### config.mk
export PLATFORM = sky130hd
export DESIGN_NAME = pipeline_control_flat
export DESIGN_NICKNAME = d
export VERILOG_FILES = /design/src/rtl/pipeline_control_if.sv /design/src/rtl/pipeline_control.sv /design/src/flat_wrapper.sv
export SDC_FILE = /design/constraint.sdc
export NUM_CORES = 1
export LEC_CHECK = 0
export ABC_CLOCK_PERIOD_IN_PS = 2300
export CORE_ASPECT_RATIO = 0.5
export CORE_MARGIN = 1
export CORE_UTILIZATION = 42
export CTS_CLUSTER_DIAMETER = 60
export DETAILED_ROUTE_END_ITERATION = 8
export PLACE_DENSITY = 0.85
export SLEW_MARGIN = 20
export SYNTH_ARGS = -nofsm -noshare
export SYNTH_HDL_FRONTEND = slang
export SYNTH_SLANG_ARGS = --single-unit
### constraint.sdc
create_clock -name clk -period 2.3 [get_ports clk]
set_input_delay 0.46 -clock clk [delete_from_list [all_inputs] [get_ports clk]]
set_output_delay 0.46 -clock clk [all_outputs]
set_load 0.01 [all_outputs]
### src/rtl/pipeline_control_if.sv
// Handshake/control bundle between the fetch/decode datapath and the
// pipeline sequencing/hazard controller.
//   master : datapath side; drives the fetch/decode status and consumes
//            the controls.
//   slave  : controller side; consumes the status and drives the controls.
// Status : endProgram, branchTaken, jump, idExMemRead, idExRd, ifIdRs1,
//          ifIdRs2, ifIdUsesRs2
// Control: pcSelect, stall, ifIdFlush, idExBubble, halted, state, stallCount
interface pipeline_control_if #(
  parameter int STALL_CNT_W = 16
);
  logic                   endProgram;
  logic                   branchTaken;
  logic                   jump;
  logic                   idExMemRead;
  logic [4:0]             idExRd;
  logic [4:0]             ifIdRs1;
  logic [4:0]             ifIdRs2;
  logic                   ifIdUsesRs2;
  logic                   pcSelect;
  logic                   stall;
  logic                   ifIdFlush;
  logic                   idExBubble;
  logic                   halted;
  logic [1:0]             state;
  logic [STALL_CNT_W-1:0] stallCount;

  modport master (
    output endProgram, branchTaken, jump, idExMemRead, idExRd,
           ifIdRs1, ifIdRs2, ifIdUsesRs2,
    input  pcSelect, stall, ifIdFlush, idExBubble, halted, state, stallCount
  );

  modport slave (
    input  endProgram, branchTaken, jump, idExMemRead, idExRd,
           ifIdRs1, ifIdRs2, ifIdUsesRs2,
    output pcSelect, stall, ifIdFlush, idExBubble, halted, state, stallCount
  );
endinterface

### src/rtl/pipeline_control.sv
// Sequencing and hazard controller for the pipelined fetch unit.
// - Selects the start address for the first fetch after reset.
// - Stalls PC/IF-ID and bubbles ID/EX on load-use hazards.
// - Flushes IF/ID on taken branches and jumps.
// - On end of program, drains for DRAIN_CYCLES cycles, then halts.
// Ports:
//   clk   : rising-edge clock
//   reset : synchronous, active-high reset
//   bus   : pipeline_control_if.slave (status in, controls out)
module pipeline_control #(
  parameter int DRAIN_CYCLES = 4,   // 1..15
  parameter int STALL_CNT_W  = 16
) (
  input logic              clk,
  input logic              reset,
  pipeline_control_if.slave bus
);

  typedef enum logic [1:0] {
    START = 2'd0,
    RUN   = 2'd1,
    DRAIN = 2'd2,
    HALT  = 2'd3
  } state_t;

  localparam logic [3:0] DRAIN_LOAD = 4'(DRAIN_CYCLES - 1);

  state_t                 state_q;
  logic [3:0]             drain_q;
  logic [STALL_CNT_W-1:0] cnt_q;

  logic hz;
  logic redirect;
  logic enter_drain;

  // Load-use hazard: the load in EX writes a register the ID instruction reads.
  // x0 never carries a dependency.
  always_comb begin
    hz = bus.idExMemRead && (bus.idExRd != 5'd0) &&
         ((bus.idExRd == bus.ifIdRs1) ||
          (bus.ifIdUsesRs2 && (bus.idExRd == bus.ifIdRs2)));
  end

  // A stall wins over a redirect; the redirect re-presents after the stall.
  assign redirect = ~hz & (bus.branchTaken | bus.jump);
  // An end marker on the wrong path (flushed) or held by a stall is not taken.
  assign enter_drain = bus.endProgram & ~hz & ~redirect;

  always_comb begin
    bus.pcSelect   = 1'b0;
    bus.stall      = 1'b0;
    bus.ifIdFlush  = 1'b0;
    bus.idExBubble = 1'b0;
    bus.halted     = 1'b0;
    if (reset) begin
      bus.pcSelect   = 1'b1;
      bus.ifIdFlush  = 1'b1;
      bus.idExBubble = 1'b1;
    end else begin
      unique case (state_q)
        START: bus.pcSelect = 1'b1;
        RUN: begin
          bus.stall      = hz;
          bus.idExBubble = hz;
          bus.ifIdFlush  = redirect;
        end
        DRAIN: begin
          bus.stall     = 1'b1;
          bus.ifIdFlush = 1'b1;
        end
        HALT: begin
          bus.halted     = 1'b1;
          bus.stall      = 1'b1;
          bus.ifIdFlush  = 1'b1;
          bus.idExBubble = 1'b1;
        end
        default: ;
      endcase
    end
  end

  assign bus.state      = state_q;
  assign bus.stallCount = cnt_q;

  always_ff @(posedge clk) begin
    if (reset) begin
      state_q <= START;
      drain_q <= 4'd0;
      cnt_q   <= '0;
    end else begin
      unique case (state_q)
        START: state_q <= RUN;
        RUN: begin
          if (hz && (cnt_q != {STALL_CNT_W{1'b1}}))
            cnt_q <= cnt_q + 1'b1;
          if (enter_drain) begin
            state_q <= DRAIN;
            drain_q <= DRAIN_LOAD;
          end
        end
        DRAIN: begin
          if (drain_q == 4'd0) state_q <= HALT;
          else                 drain_q <= drain_q - 4'd1;
        end
        HALT: state_q <= HALT;
        default: state_q <= START;
      endcase
    end
  end

endmodule

### src/flat_wrapper.sv
// flat-port wrapper written by rule: the top's interface ports become plain ports
module pipeline_control_flat 
#(
  parameter int DRAIN_CYCLES = 4,           
  parameter int STALL_CNT_W  = 16
)
  (clk, reset, bus_endProgram, bus_branchTaken, bus_jump, bus_idExMemRead, bus_idExRd, bus_ifIdRs1, bus_ifIdRs2, bus_ifIdUsesRs2, bus_pcSelect, bus_stall, bus_ifIdFlush, bus_idExBubble, bus_halted, bus_state, bus_stallCount);
  pipeline_control_if #(.STALL_CNT_W(STALL_CNT_W)) bus_i ();
  input logic clk;
  input logic reset;
  input wire logic [$bits(bus_i.endProgram)-1:0] bus_endProgram;
  input wire logic [$bits(bus_i.branchTaken)-1:0] bus_branchTaken;
  input wire logic [$bits(bus_i.jump)-1:0] bus_jump;
  input wire logic [$bits(bus_i.idExMemRead)-1:0] bus_idExMemRead;
  input wire logic [$bits(bus_i.idExRd)-1:0] bus_idExRd;
  input wire logic [$bits(bus_i.ifIdRs1)-1:0] bus_ifIdRs1;
  input wire logic [$bits(bus_i.ifIdRs2)-1:0] bus_ifIdRs2;
  input wire logic [$bits(bus_i.ifIdUsesRs2)-1:0] bus_ifIdUsesRs2;
  output wire logic [$bits(bus_i.pcSelect)-1:0] bus_pcSelect;
  output wire logic [$bits(bus_i.stall)-1:0] bus_stall;
  output wire logic [$bits(bus_i.ifIdFlush)-1:0] bus_ifIdFlush;
  output wire logic [$bits(bus_i.idExBubble)-1:0] bus_idExBubble;
  output wire logic [$bits(bus_i.halted)-1:0] bus_halted;
  output wire logic [$bits(bus_i.state)-1:0] bus_state;
  output wire logic [$bits(bus_i.stallCount)-1:0] bus_stallCount;
  assign bus_i.endProgram = bus_endProgram;
  assign bus_i.branchTaken = bus_branchTaken;
  assign bus_i.jump = bus_jump;
  assign bus_i.idExMemRead = bus_idExMemRead;
  assign bus_i.idExRd = bus_idExRd;
  assign bus_i.ifIdRs1 = bus_ifIdRs1;
  assign bus_i.ifIdRs2 = bus_ifIdRs2;
  assign bus_i.ifIdUsesRs2 = bus_ifIdUsesRs2;
  assign bus_pcSelect = bus_i.pcSelect;
  assign bus_stall = bus_i.stall;
  assign bus_ifIdFlush = bus_i.ifIdFlush;
  assign bus_idExBubble = bus_i.idExBubble;
  assign bus_halted = bus_i.halted;
  assign bus_state = bus_i.state;
  assign bus_stallCount = bus_i.stallCount;
  pipeline_control #(.DRAIN_CYCLES(DRAIN_CYCLES), .STALL_CNT_W(STALL_CNT_W)) u_core (.clk(clk), .reset(reset), .bus(bus_i));
endmodule
Yosys cells after proc, flatten, opt, wreduce, memory -nomap -nowiden. Cells that the tools add are included.

$add $sub $neg: 2. Multipliers: 0. Div/mod/pow operators: 0. Order comparisons: 0. Equality and inequality tests: 9. Shift-type cells: 0. Muxes and demuxes: 16. Bitwise logic cells: 6. Reductions and logical operators: 13.

Operators by type and width (count): $add A16 B1 Y16 const B (1); $ne A16 B16 Y1 const B (1); $eq A5 B5 Y1 (2); $mux W4 (2); $pmux W2 S4 (1); $pmux W4 S2 (1); $mux W1 (7); $pmux W1 S2 (3); $reduce_bool A5 Y1 (1); $eq A2 B2 Y1 const B (2); $logic_and A1 B1 Y1 (4); $logic_not A4 Y1 (1); $mux W2 (2); $ne A2 B1 Y1 const B (2); $reduce_and A2 Y1 (2); $sub A4 B1 Y4 const B (1); $and A1 B1 Y1 (3); $reduce_and A3 Y1 (1); $eq A2 B1 Y1 const B (1); $logic_not A2 Y1 (1); $ne A2 B2 Y1 const B (1); $not A1 Y1 (2); $reduce_bool A2 Y1 (1); $reduce_or A2 Y1 (1); other kinds (2) (2).

Bits in registers: 22. Latch bits: 0. Memory bits (writable): 0. ROM bits: 0. Input port bits: 22. Output and inout port bits: 23. Word-level logic and storage cells: 49. Memories: 0.

Logic depth before layout (Yosys ltp). Gate-level depths: netlist (run 1).

Depth in word-level cells: 10. Mapped depth: 8. Mapped depth without buffers: 7.

Least setup slack after synthesis (run 1). Ideal clock, no wire load.

Path kind: in2out. Start: input port bus_idExRd[0]. End: output port bus_idExBubble. Arrival time: 1.835 ns. Required time: 1.840 ns. Setup slack: 0.005 ns. Stages: 6. Buffers on the path: 1. Cells stage by stage: or4_1 -> o21ai_2 -> or2_1 -> buf_4 -> nor2_1 -> or3_1.

Longest elaborated chain between the ends: 6. Elaborated cells on any way between the ends: 9. Classes of those cells: eq/ne: 2; mux: 2; reduce/logical: 5.

RTL lines: start, declared (RTL line flat_wrapper.sv:15) `input wire logic [$bits(bus_i.idExRd)-1:0] bus_idExRd;`; $eq A5 B5 Y1 (RTL line pipeline_control.sv:41) `(bus.ifIdUsesRs2 && (bus.idExRd == bus.ifIdRs2)));`; $logic_and A1 B1 Y1 (RTL line pipeline_control.sv:41); $logic_or A1 B1 Y1 (RTL line pipeline_control.sv:40) `((bus.idExRd == bus.ifIdRs1) ||`; $logic_and A1 B1 Y1 (*) (RTL line pipeline_control.sv:39) `hz = bus.idExMemRead && (bus.idExRd != 5'd0) &&`; $pmux W1 S2 (*) (RTL line pipeline_control.sv:60) `unique case (state_q)`; $mux W1 (*) (RTL line pipeline_control.sv:55) `if (reset) begin`; end, declared (RTL line flat_wrapper.sv:22) `output wire logic [$bits(bus_i.idExBubble)-1:0] bus_idExBubble;`.

Mark *: on every way between the ends. The rest lies on a longest branch, timed or not.

Worst setup path in the final report (run 1).
Start: input port bus_ifIdRs2[1]. End: output port bus_stall.

Longest elaborated chain between the ends: 6.

RTL lines: start, declared (RTL line flat_wrapper.sv:17) `input wire logic [$bits(bus_i.ifIdRs2)-1:0] bus_ifIdRs2;`; $eq A5 B5 Y1 (RTL line pipeline_control.sv:41); $logic_and A1 B1 Y1 (RTL line pipeline_control.sv:41); $logic_or A1 B1 Y1 (RTL line pipeline_control.sv:40); $logic_and A1 B1 Y1 (RTL line pipeline_control.sv:39); $pmux W1 S2 (RTL line pipeline_control.sv:60); $mux W1 (RTL line pipeline_control.sv:55); end, declared (RTL line flat_wrapper.sv:20) `output wire logic [$bits(bus_i.stall)-1:0] bus_stall;`.

No other way between the ends.

==> results of run 1 <==
cells by family (layout without fill, tap and decap cells):
family                   Yosys count  after routing  synth area share [%]
multiplexers                       6              6                  4.67
AND/OR/NAND/NOR                   84             84                  29.6
buffers and inverters             15            102                  4.16
XOR/XNOR                          13             13                  7.88
AO/OA/AOI/OAI                     30             30                  15.4
flip-flops                        22             22                  30.5
adder cells (fa/ha/maj)            9              9                  7.79
final cells by class:
type	count	area share (%)
inverters	10	1.60
flip-flops and latches	22	18.7
clock buffers	3	1.76
multi-input cells	142	44.0
well taps	40	2.13
repair buffers	89	31.8
worst max-delay path: cells and delay by family:
kind	cells	cell delay [ns]
AND/OR/NAND/NOR	4	0.62
AO/OA/AOI/OAI	1	0.28
XOR/XNOR	1	0.25
buffers and inverters	2	0.36
per-stage QoR:
step | hold slack (ns) | setup WS [ns] | cells | TNS [ns]
after CTS | 0.499 | -0.156 | 305 | -0.227
after global placement | 0.472 | -0.716 | 286 | -5.25
after detailed placement | 0.486 | -0.767 | 286 | -6.80
final | 0.505 | -0.125 | 306 | -0.190
after global routing | 0.517 | -0.170 | 306 | -0.546
after floorplan | 0.458 | 0.00455 | 179 | 0
where the power goes:
group / internal (mW) / switching (mW)
Clock: 0.117 / 0.119
Sequential: 0.414 / 0.0247
Combinational: 0.417 / 0.406
timing repair:
item	CTS	global route
endpoints found under the setup margin	13	15
cloned	0	0
hold buffers	0	0
gates resized for setup	49	21
pin swaps	14	10
buffers inserted	16	1
how the worst max path moves through the flow:
| stage | startpoint | end | slack (ns) | cells past startpoint |
|---|---|---|---|---|
| final | bus_ifIdRs2[1] | bus_stall | -0.13 | 8 |
| after global routing | bus_idExRd[0] | bus_stall | -0.17 | 9 |
| after CTS | bus_idExRd[3] | bus_idExBubble | -0.16 | 7 |
| after detailed placement | bus_idExRd[0] | bus_idExBubble | -0.77 | 7 |
| after global placement | bus_idExRd[0] | bus_idExBubble | -0.72 | 7 |
| after floorplan | bus_idExRd[0] | bus_idExBubble | 0.005 | 6 |
state kept, by name, indices dropped and copies added, names as in the netlist:
register	flops
u_core.drain_q	4
u_core.bus.state	2
u_core.bus.stallCount	16
cell usage in the layout, fill, tap and decap left out, drive strengths merged, types with 4 or more instances in the layout:
cell / Yosys / final
nor3: 4 / 4
clkdlybuf4s50: 0 / 25
nor2b: 8 / 8
clkdlybuf4s15: 0 / 4
inv: 10 / 10
a21oi: 7 / 7
nand3: 8 / 8
o21ai: 6 / 6
buf: 1 / 52
dfxtp: 22 / 22
nand2: 17 / 17
dlygate4sd2: 0 / 7
nor2: 23 / 23
mux2: 6 / 6
ha: 9 / 9
xnor2: 12 / 12
clkbuf: 4 / 4
nand4: 6 / 6
cells in the mapped netlist (all sizes together) (2+ instances only):
master / n / share of area, %
or4b: 2 / 1.4
or2: 2 / 0.87
nor2: 23 / 6.0
nand4: 6 / 2.6
dfxtp: 22 / 30
ha: 9 / 7.8
nor3: 4 / 1.4
xnor2: 12 / 7.3
a21oi: 7 / 2.4
nand2: 17 / 4.4
clkbuf: 4 / 1.0
mux2: 6 / 4.7
nand3: 8 / 2.8
o21ai: 6 / 2.3
a21o: 2 / 1.0
nand3b: 2 / 1.0
o211ai: 2 / 2.0
nor2b: 8 / 3.5
o31ai: 3 / 1.6
inv: 10 / 2.6
or4: 3 / 1.6
or3: 3 / 1.3
and3: 3 / 1.3
layer usage:
layer / share of wire, % / up-vias / GRT usage (%) / wire (um)
met4: 2.3 / 0 / 6.44 / 123
met2: 51 / 77 / 51.8 / 2680
li1: - / 804 / - / -
met3: 5.6 / 15 / 4.00 / 295
met1: 41 / 835 / 31.9 / 2170
met5: 0 / - / 0 / 0
==> impl_metrics.py, run 1 <==
metrics = {
    "flow_run": {
        "cap_viol_max_count": 0,
    },
    "critical_path": {
        "max_stage_delay_ns": 0.28,
        "rrSetupSlack_ns": 0.14,
        "r2r-start": "u_core.bus.stallCount[0]",
        "crit_type": "in -> out",
        "cp_max_fo": 3,
        "cp_data_required_time_ns": 1.84,
        "arrival_ns": 1.97,
        "reg2regPathDepth": 9,
        "slowest_stage": "o22a_2",
        "reg2reg_to": "u_core.bus.stallCount[5]",
        "worstPathCellList": "clkdlybuf4s15_1 -> xnor2_1 -> nand4_1 -> o22a_2 -> nor2_4 -> nor3_4 -> nor3_1 -> buf_2",
        "end_kind": "output pin",
        "cp-start-kind": "input port",
    },
    "sta": {
        "tightest_slew_ns": 0.396,
        "fin_crit_ns": 2.43,
        "slew-limit-headroom_pct": 73.5,
        "fin_skew_ns": 0.00266,
        "worst_slack_ns": -0.125,
        "slew_violations": 0,
        "rsz0062_at_grt": "yes",
        "max_freq_ghz": 0.412,
        "layout_worst_path_cycle_share_pct": 105,
        "finalSetupViolations": 3,
        "hold_violations": 0,
    },
    "logic_synthesis": {
        "synth-main-ff-cell": "dfxtp_1",
        "synth.yosys.seq_area_share_pct": 30.5,
        "synth_edf_count": 0,
        "syn-num-nets": 210,
        "ys_types": 42,
        "yosys_warnings": 0,
        "syn-cell-area_mm2": 0.00145,
        "synth_cells": 179,
        "async_flop_share_pct": 0,
        "ys_seq_elements": 22,
        "synth.avg_cell_area_um2": 8.07,
    },
    "final_layout": {
        "insertedDiodeCount": 0,
        "nNetsFinal": 299,
        "multi_input_area_mm2": 0.00103,
        "fillers": 195,
        "final_util_pct": 75.0,
        "seqCellArea_um2": 440,
        "syn_to_final_growth_pct": 62.7,
        "design_area_mm2": 0.00235,
        "drive_gt1_share_pct": 31.6,
    },
    "placement": {
        "routabilityCongestion": 0.834,
        "dp_hpwl_um": 3000,
        "io_buffer_count": 44,
        "dpl_cell_area_mm2": 0.00212,
    },
    "routing": {
        "post_drt_wl_per_cell_um": 17.2,
        "route.vias.total": 1731,
        "avgViaCountPerCell": 5.66,
        "drt-initial-drc-count": 178,
        "drc": 2,
        "ant_nets": 0,
        "firstDrtPassIters": 7,
        "routed_wirelength_um": 5270,
    },
    "floorplan": {
        "core-area_mm2": 0.00314,
        "die_w_um": 85.0,
        "io-pin-count": 45,
        "rows": 14,
        "die_y_um": 43.5,
        "start_util_pct": 46.1,
        "fp.dieArea_mm2": 0.00369,
    },
    "grt": {
        "grt_pass1_wl_um": 7710,
        "overflow": 0,
        "antenna_found_initial": 0,
        "grt.total_usage_pct": 26.7,
        "grt_pass1_vias": 1699,
        "grt_max_degree": 31,
    },
    "clock_network": {
        "htreeDepth": 1,
        "clockRootBuffer": "clkbuf_8",
        "cts.sinks": 22,
        "clkTransAtPathRegs_ns": 0.08,
        "cts_tree": "yes",
        "numCtsBuffers": 3,
        "clock_latency_ns": 0.26,
        "clock_path_buffers": 2,
    },
    "pwr": {
        "ir_drop_mv": 0.289,
        "power_density_mw_per_mm2": 637,
        "finalPower_mw": 1.50,
        "leakage_nw": 0.947,
    },
    "hold_path": {
        "min_from": "u_core.drain_q[3]",
        "hp-class": "reg -> reg",
        "holdPathEnd": "u_core.drain_q[3]",
        "whs_path_depth": 2,
    },
    "status": {
        "outcome": "finished, violations left",
        "violations": "design-rule violations, negative setup slack",
    },
}
No activity file was read; power rests on OpenSTA's default activity.
==> inputs of run 2 (changes only) <==
CORE_MARGIN = not set   (was 1)
SKIP_CTS_REPAIR_TIMING = 1   (was not set)
==> run 2 against run 1 <==
Against the previous run:
- the flow still finishes with violations (design-rule violations, negative setup slack)
- via count shrank 7.2%
- maximum frequency shrank 1.7%
- highest routed layer unchanged
- largest cell class unchanged
- clock power is essentially flat
- non-clock buffer count shrank 15
- clock skew grew 0.0013 ns
- sequential share of layout area grew 1.1 points
==> impl_metrics.py, run 2 (synthesized netlist as in run 1, its figures left out) <==
metrics = {
    "sta": {
        "rsz0062_at_grt": "yes",
        "slew_violations": 0,
        "fin_crit_ns": 2.47,
        "hold_violations": 0,
        "max_freq_ghz": 0.405,
        "layout_worst_path_cycle_share_pct": 107,
        "finalSetupViolations": 3,
        "tightest_slew_ns": 0.377,
        "slew-limit-headroom_pct": 74.5,
        "fin_skew_ns": 0.00394,
        "worst_slack_ns": -0.166,
    },
    "grt": {
        "grt.total_usage_pct": 22.9,
        "grt_pass1_wl_um": 6760,
        "grt_max_degree": 31,
        "grt_pass1_vias": 1538,
        "antenna_found_initial": 0,
        "overflow": 0,
    },
    "routing": {
        "drc": 2,
        "ant_nets": 0,
        "avgViaCountPerCell": 5.52,
        "firstDrtPassIters": 8,
        "drt-initial-drc-count": 133,
        "post_drt_wl_per_cell_um": 15.4,
        "routed_wirelength_um": 4470,
        "route.vias.total": 1607,
    },
    "clock_network": {
        "clkTransAtPathRegs_ns": 0.08,
        "clock_path_buffers": 2,
        "clockRootBuffer": "clkbuf_8",
        "clock_latency_ns": 0.26,
        "cts.sinks": 22,
        "numCtsBuffers": 3,
        "cts_tree": "yes",
        "htreeDepth": 1,
    },
    "status": {
        "violations": "design-rule violations, negative setup slack",
        "outcome": "finished, violations left",
    },
    "final_layout": {
        "multi_input_area_um2": 992,
        "insertedDiodeCount": 0,
        "layout_commonest_cell": "clkdlybuf4s50_1",
        "syn_to_final_growth_pct": 53.5,
        "final_cell_mix": "clkdlybuf4s50_1 (32), buf_4 (30), nor2_1 (22), dfxtp_1 (22), nand2_1 (17)",
        "nNetsFinal": 284,
        "drive_gt1_share_pct": 23.5,
        "fillers": 219,
        "seqCellArea_um2": 440,
        "largest_reg_flops": 16,
    },
    "placement": {
        "io_buffer_count": 44,
        "dp_hpwl_um": 3000,
        "routabilityCongestion": 0.834,
        "dpl_worst_slack_ns": -0.767,
    },
    "critical_path": {
        "rrSetupSlack_ns": 0.13,
        "end_kind": "output pin",
        "cp_data_required_time_ns": 1.84,
        "reg2reg_to": "u_core.bus.stallCount[15]",
        "cp_max_fo": 4,
        "crit_type": "in -> out",
        "arrival_ns": 2.01,
        "cp-start-kind": "input port",
        "reg2regPathDepth": 9,
        "r2r-start": "u_core.bus.stallCount[0]",
    },
    "floorplan": {
        "die_y_um": 43.5,
        "fp.dieArea_mm2": 0.00369,
        "start_util_pct": 46.1,
        "core-area_mm2": 0.00314,
        "io-pin-count": 45,
        "die_w_um": 85.0,
        "rows": 14,
    },
    "pwr": {
        "power_density_mw_per_mm2": 634,
        "ir_drop_mv": 0.265,
        "finalPower_mw": 1.41,
        "leakage_nw": 0.905,
    },
    "hold_path": {
        "hp-class": "reg -> reg",
        "whs_path_depth": 2,
        "holdPathEnd": "u_core.drain_q[3]",
        "min_from": "u_core.drain_q[3]",
    },
    "flow_run": {
        "cap_viol_max_count": 0,
    },
}
[run 2: cell count changes in the layout (fill, tap and decap cells not counted), sizes merged]
cell,before,now
dlygate4sd2,7,0
clkbuf,4,5
dlymetal6s2s,0,6
clkdlybuf4s50,25,32
buf,52,34
clkdlybuf4s15,4,0
[run 2: routing by layer]
metal	global-route usage, %	wire (um)	vias up
li1	-	-	776
met1	27.3	1970	778
met2	45.2	2250	41
met3	4.00	185	12
met4	3.05	70	0
met5	0	0	-
[run 2: how the worst max path moves through the flow]
| stage | startpoint | to | slack (ns) | cells after the start |
|---|---|---|---|---|
| global placement | bus_idExRd[0] | bus_idExBubble | -0.72 | 7 |
| detailed placement | bus_idExRd[0] | bus_idExBubble | -0.77 | 7 |
| CTS | bus_idExRd[2] | bus_stall | -0.80 | 9 |
| floorplan | bus_idExRd[0] | bus_idExBubble | 0.005 | 6 |
| finish | bus_ifIdRs1[1] | bus_stall | -0.17 | 8 |
| global route | bus_ifIdRs2[2] | bus_stall | -0.26 | 8 |
[run 2: worst max-delay path, stage by stage]
cell and delay, ns:
clkdlybuf4s50_1 0.48, xnor2_1 0.14, nand3_1 0.13, o22a_2 0.31, nor2_4 0.14, nor3_2 0.07, nor3_1 0.12, buf_2 0.15
[run 2: area by class of cell]
type,count,share of cell area [%]
repair buffers,74,29.6
well taps,40,2.26
flip-flops and latches,22,19.9
inverters,10,1.69
multi-input cells,142,44.7
clock buffers,3,1.86
[run 2: stage by stage]
| stage | std cells | hold WS [ns] | utilization [%] | instance area [um^2] | setup TNS (ns) |
|---|---|---|---|---|---|
| 3_3_place_gp | 286 | 0.472 | 67.7 | 2120 | -5.25 |
| 6_report | 291 | 0.506 | 70.8 | 2220 | -0.425 |
| 4_1_cts | 289 | 0.499 | 69.0 | 2160 | -2.63 |
| 2_1_floorplan | 179 | 0.458 | - | 1450 | 0 |
| 3_5_place_dp | 286 | 0.486 | 67.7 | 2120 | -6.80 |
| 5_1_grt | 291 | 0.517 | 70.8 | 2220 | -0.794 |
[run 2: where the power goes]
group          internal (mW)  switching (mW)
combinational          0.360           0.371
clock                  0.117           0.120
sequential             0.414          0.0245
total                  0.892           0.515
==> inputs of run 3 (changes only) <==
ABC_CLOCK_PERIOD_IN_PS = 2100   (was 2300)
clock period = 2.1 ns   (was 2.3 ns; I/O delays follow)
==> run 3 against run 2 <==
Against the previous run:
- the flow still finishes with violations (design-rule violations, negative setup slack)
- worst hold slack better by 0.012 ns
- clock power increased by 31%
- core utilization is 5.7 points higher
- sequential share of layout area is 1.5 points lower
- critical path depth is 1 higher
- cell count grew 6.2%
- die area unchanged
- register-to-register slack got worse by 0.47 ns
- global-route usage increased by 2.4 points
- combinational power rose by 23%
- largest power group unchanged
- highest routed layer unchanged
==> impl_metrics.py, run 3 (synthesized netlist as in run 1, its figures left out) <==
metrics = {
    "floorplan": {
        "io-pin-count": 45,
        "start_util_pct": 46.1,
        "core-area_mm2": 0.00314,
        "die_y_um": 43.5,
        "die_w_um": 85.0,
        "rows": 14,
        "fp.dieArea_mm2": 0.00369,
    },
    "placement": {
        "routabilityCongestion": 0.741,
        "io_buffer_count": 44,
        "dp_hpwl_um": 3290,
    },
    "final_layout": {
        "syn_to_final_growth_pct": 65.8,
        "insertedDiodeCount": 0,
        "layout_commonest_cell": "buf_4",
        "drive_gt1_share_pct": 30.1,
        "fillers": 174,
        "final_cell_mix": "buf_4 (47), clkdlybuf4s50_1 (25), nor2_1 (22), dfxtp_1 (22), nand2_1 (17)",
        "largest_reg_flops": 16,
        "nNetsFinal": 301,
    },
    "sta": {
        "slew_violations": 0,
        "tightest_slew_ns": 0.648,
        "max_freq_ghz": 0.410,
        "finalSetupViolations": 10,
        "hold_violations": 0,
        "fin_hold_ws_ns": 0.518,
        "worst_slack_ns": -0.339,
        "layout_worst_path_cycle_share_pct": 116,
        "rsz0062_at_grt": "yes",
        "fin_skew_ns": 0.00575,
        "slew-limit-headroom_pct": 55.7,
        "fin_crit_ns": 2.44,
    },
    "clock_network": {
        "cts.sinks": 22,
        "clock_path_buffers": 2,
        "numCtsBuffers": 3,
        "cts_tree": "yes",
        "clockRootBuffer": "clkbuf_8",
        "htreeDepth": 1,
        "clkTransAtPathRegs_ns": 0.09,
        "clock_latency_ns": 0.26,
    },
    "routing": {
        "ant_nets": 0,
        "wl_met3_um": 266,
        "top_layer": "met4",
        "avgViaCountPerCell": 5.56,
        "drc": 2,
        "met2_length_um": 2570,
        "route.vias.total": 1719,
        "wl_met1_um": 2030,
        "firstDrtPassIters": 9,
        "routed_wirelength_um": 5110,
        "drt-initial-drc-count": 107,
        "post_drt_wl_per_cell_um": 16.5,
    },
    "pwr": {
        "leakage_nw": 1.07,
        "ir_drop_mv": 0.238,
        "finalPower_mw": 1.69,
        "power_density_mw_per_mm2": 704,
    },
    "status": {
        "violations": "design-rule violations, negative setup slack",
        "outcome": "finished, violations left",
    },
    "critical_path": {
        "end_kind": "flip-flop",
        "cp-start-kind": "flip-flop",
        "rrSetupSlack_ns": -0.34,
        "crit_type": "reg -> reg",
        "arrival_ns": 2.64,
        "cp_max_fo": 9,
        "cp_data_required_time_ns": 2.30,
    },
    "grt": {
        "antenna_found_initial": 0,
        "overflow": 0,
        "grt_pass1_wl_um": 7300,
        "grt.total_usage_pct": 25.3,
        "grt_pass1_vias": 1620,
        "grt_max_degree": 19,
    },
    "hold_path": {
        "hp-class": "reg -> reg",
    },
    "flow_run": {
        "cap_viol_max_count": 0,
    },
}
==> run 3: worst paths after layout <==
path                                 start                   endpoint  depth (start not counted)
setup / recovery  u_core.bus.stallCount[0]  u_core.bus.stallCount[13]                          9
hold / removal           u_core.drain_q[2]          u_core.drain_q[2]                          2
setup reg to reg  u_core.bus.stallCount[0]  u_core.bus.stallCount[13]                          9
hold reg to reg          u_core.drain_q[2]          u_core.drain_q[2]                          2
==> run 3: layout make-up <==
cell class | count | area, um^2 | share of cell area, %
Multi-Input combinational cell | 142 | 1010 | 42.2
Tap cell | 40 | 50.0 | 2.09
Timing Repair Buffer | 91 | 801 | 33.4
Clock buffer | 4 | 55.1 | 2.30
Sequential cell | 22 | 440 | 18.4
Inverter | 10 | 37.5 | 1.57
==> run 3: where the power goes <==
group          total (mW)  leakage, nW  switching [mW]  internal [mW]
sequential          0.478        0.178          0.0244          0.454
combinational       0.898        0.859           0.440          0.458
clock               0.311       0.0288           0.144          0.167
total                1.69         1.07           0.608           1.08
==> run 3: worst max-delay path, stage by stage (launching register included) <==
cell,delay (ns)
dfxtp_1,0.33
ha_1,0.23
nand3_1,0.13
nor2_1,0.09
a2111oi_0,0.63
buf_4,0.24
nand2_1,0.05
buf_4,0.18
or3_1,0.35
a21oi_1,0.13
==> run 3: per-stage QoR <==
step | instances | instance area, um^2 | utilization, % | setup WS (ns) | setup TNS [ns]
floorplan | 179 | 1450 | - | -0.0661 | -0.0661
global placement | 301 | 2240 | 71.5 | -0.855 | -9.23
detailed placement | 301 | 2240 | 71.5 | -0.944 | -11.61
CTS | 305 | 2300 | 73.3 | -0.941 | -6.00
global route | 309 | 2400 | 76.4 | -0.388 | -2.72
finish | 309 | 2400 | 76.4 | -0.339 | -2.18
==> run 3: per-layer routing <==
layer	vias up	GRT usage [%]
met5	-	0
met4	0	13.6
met3	36	4.00
met2	87	47.1
met1	787	29.0
li1	809	-
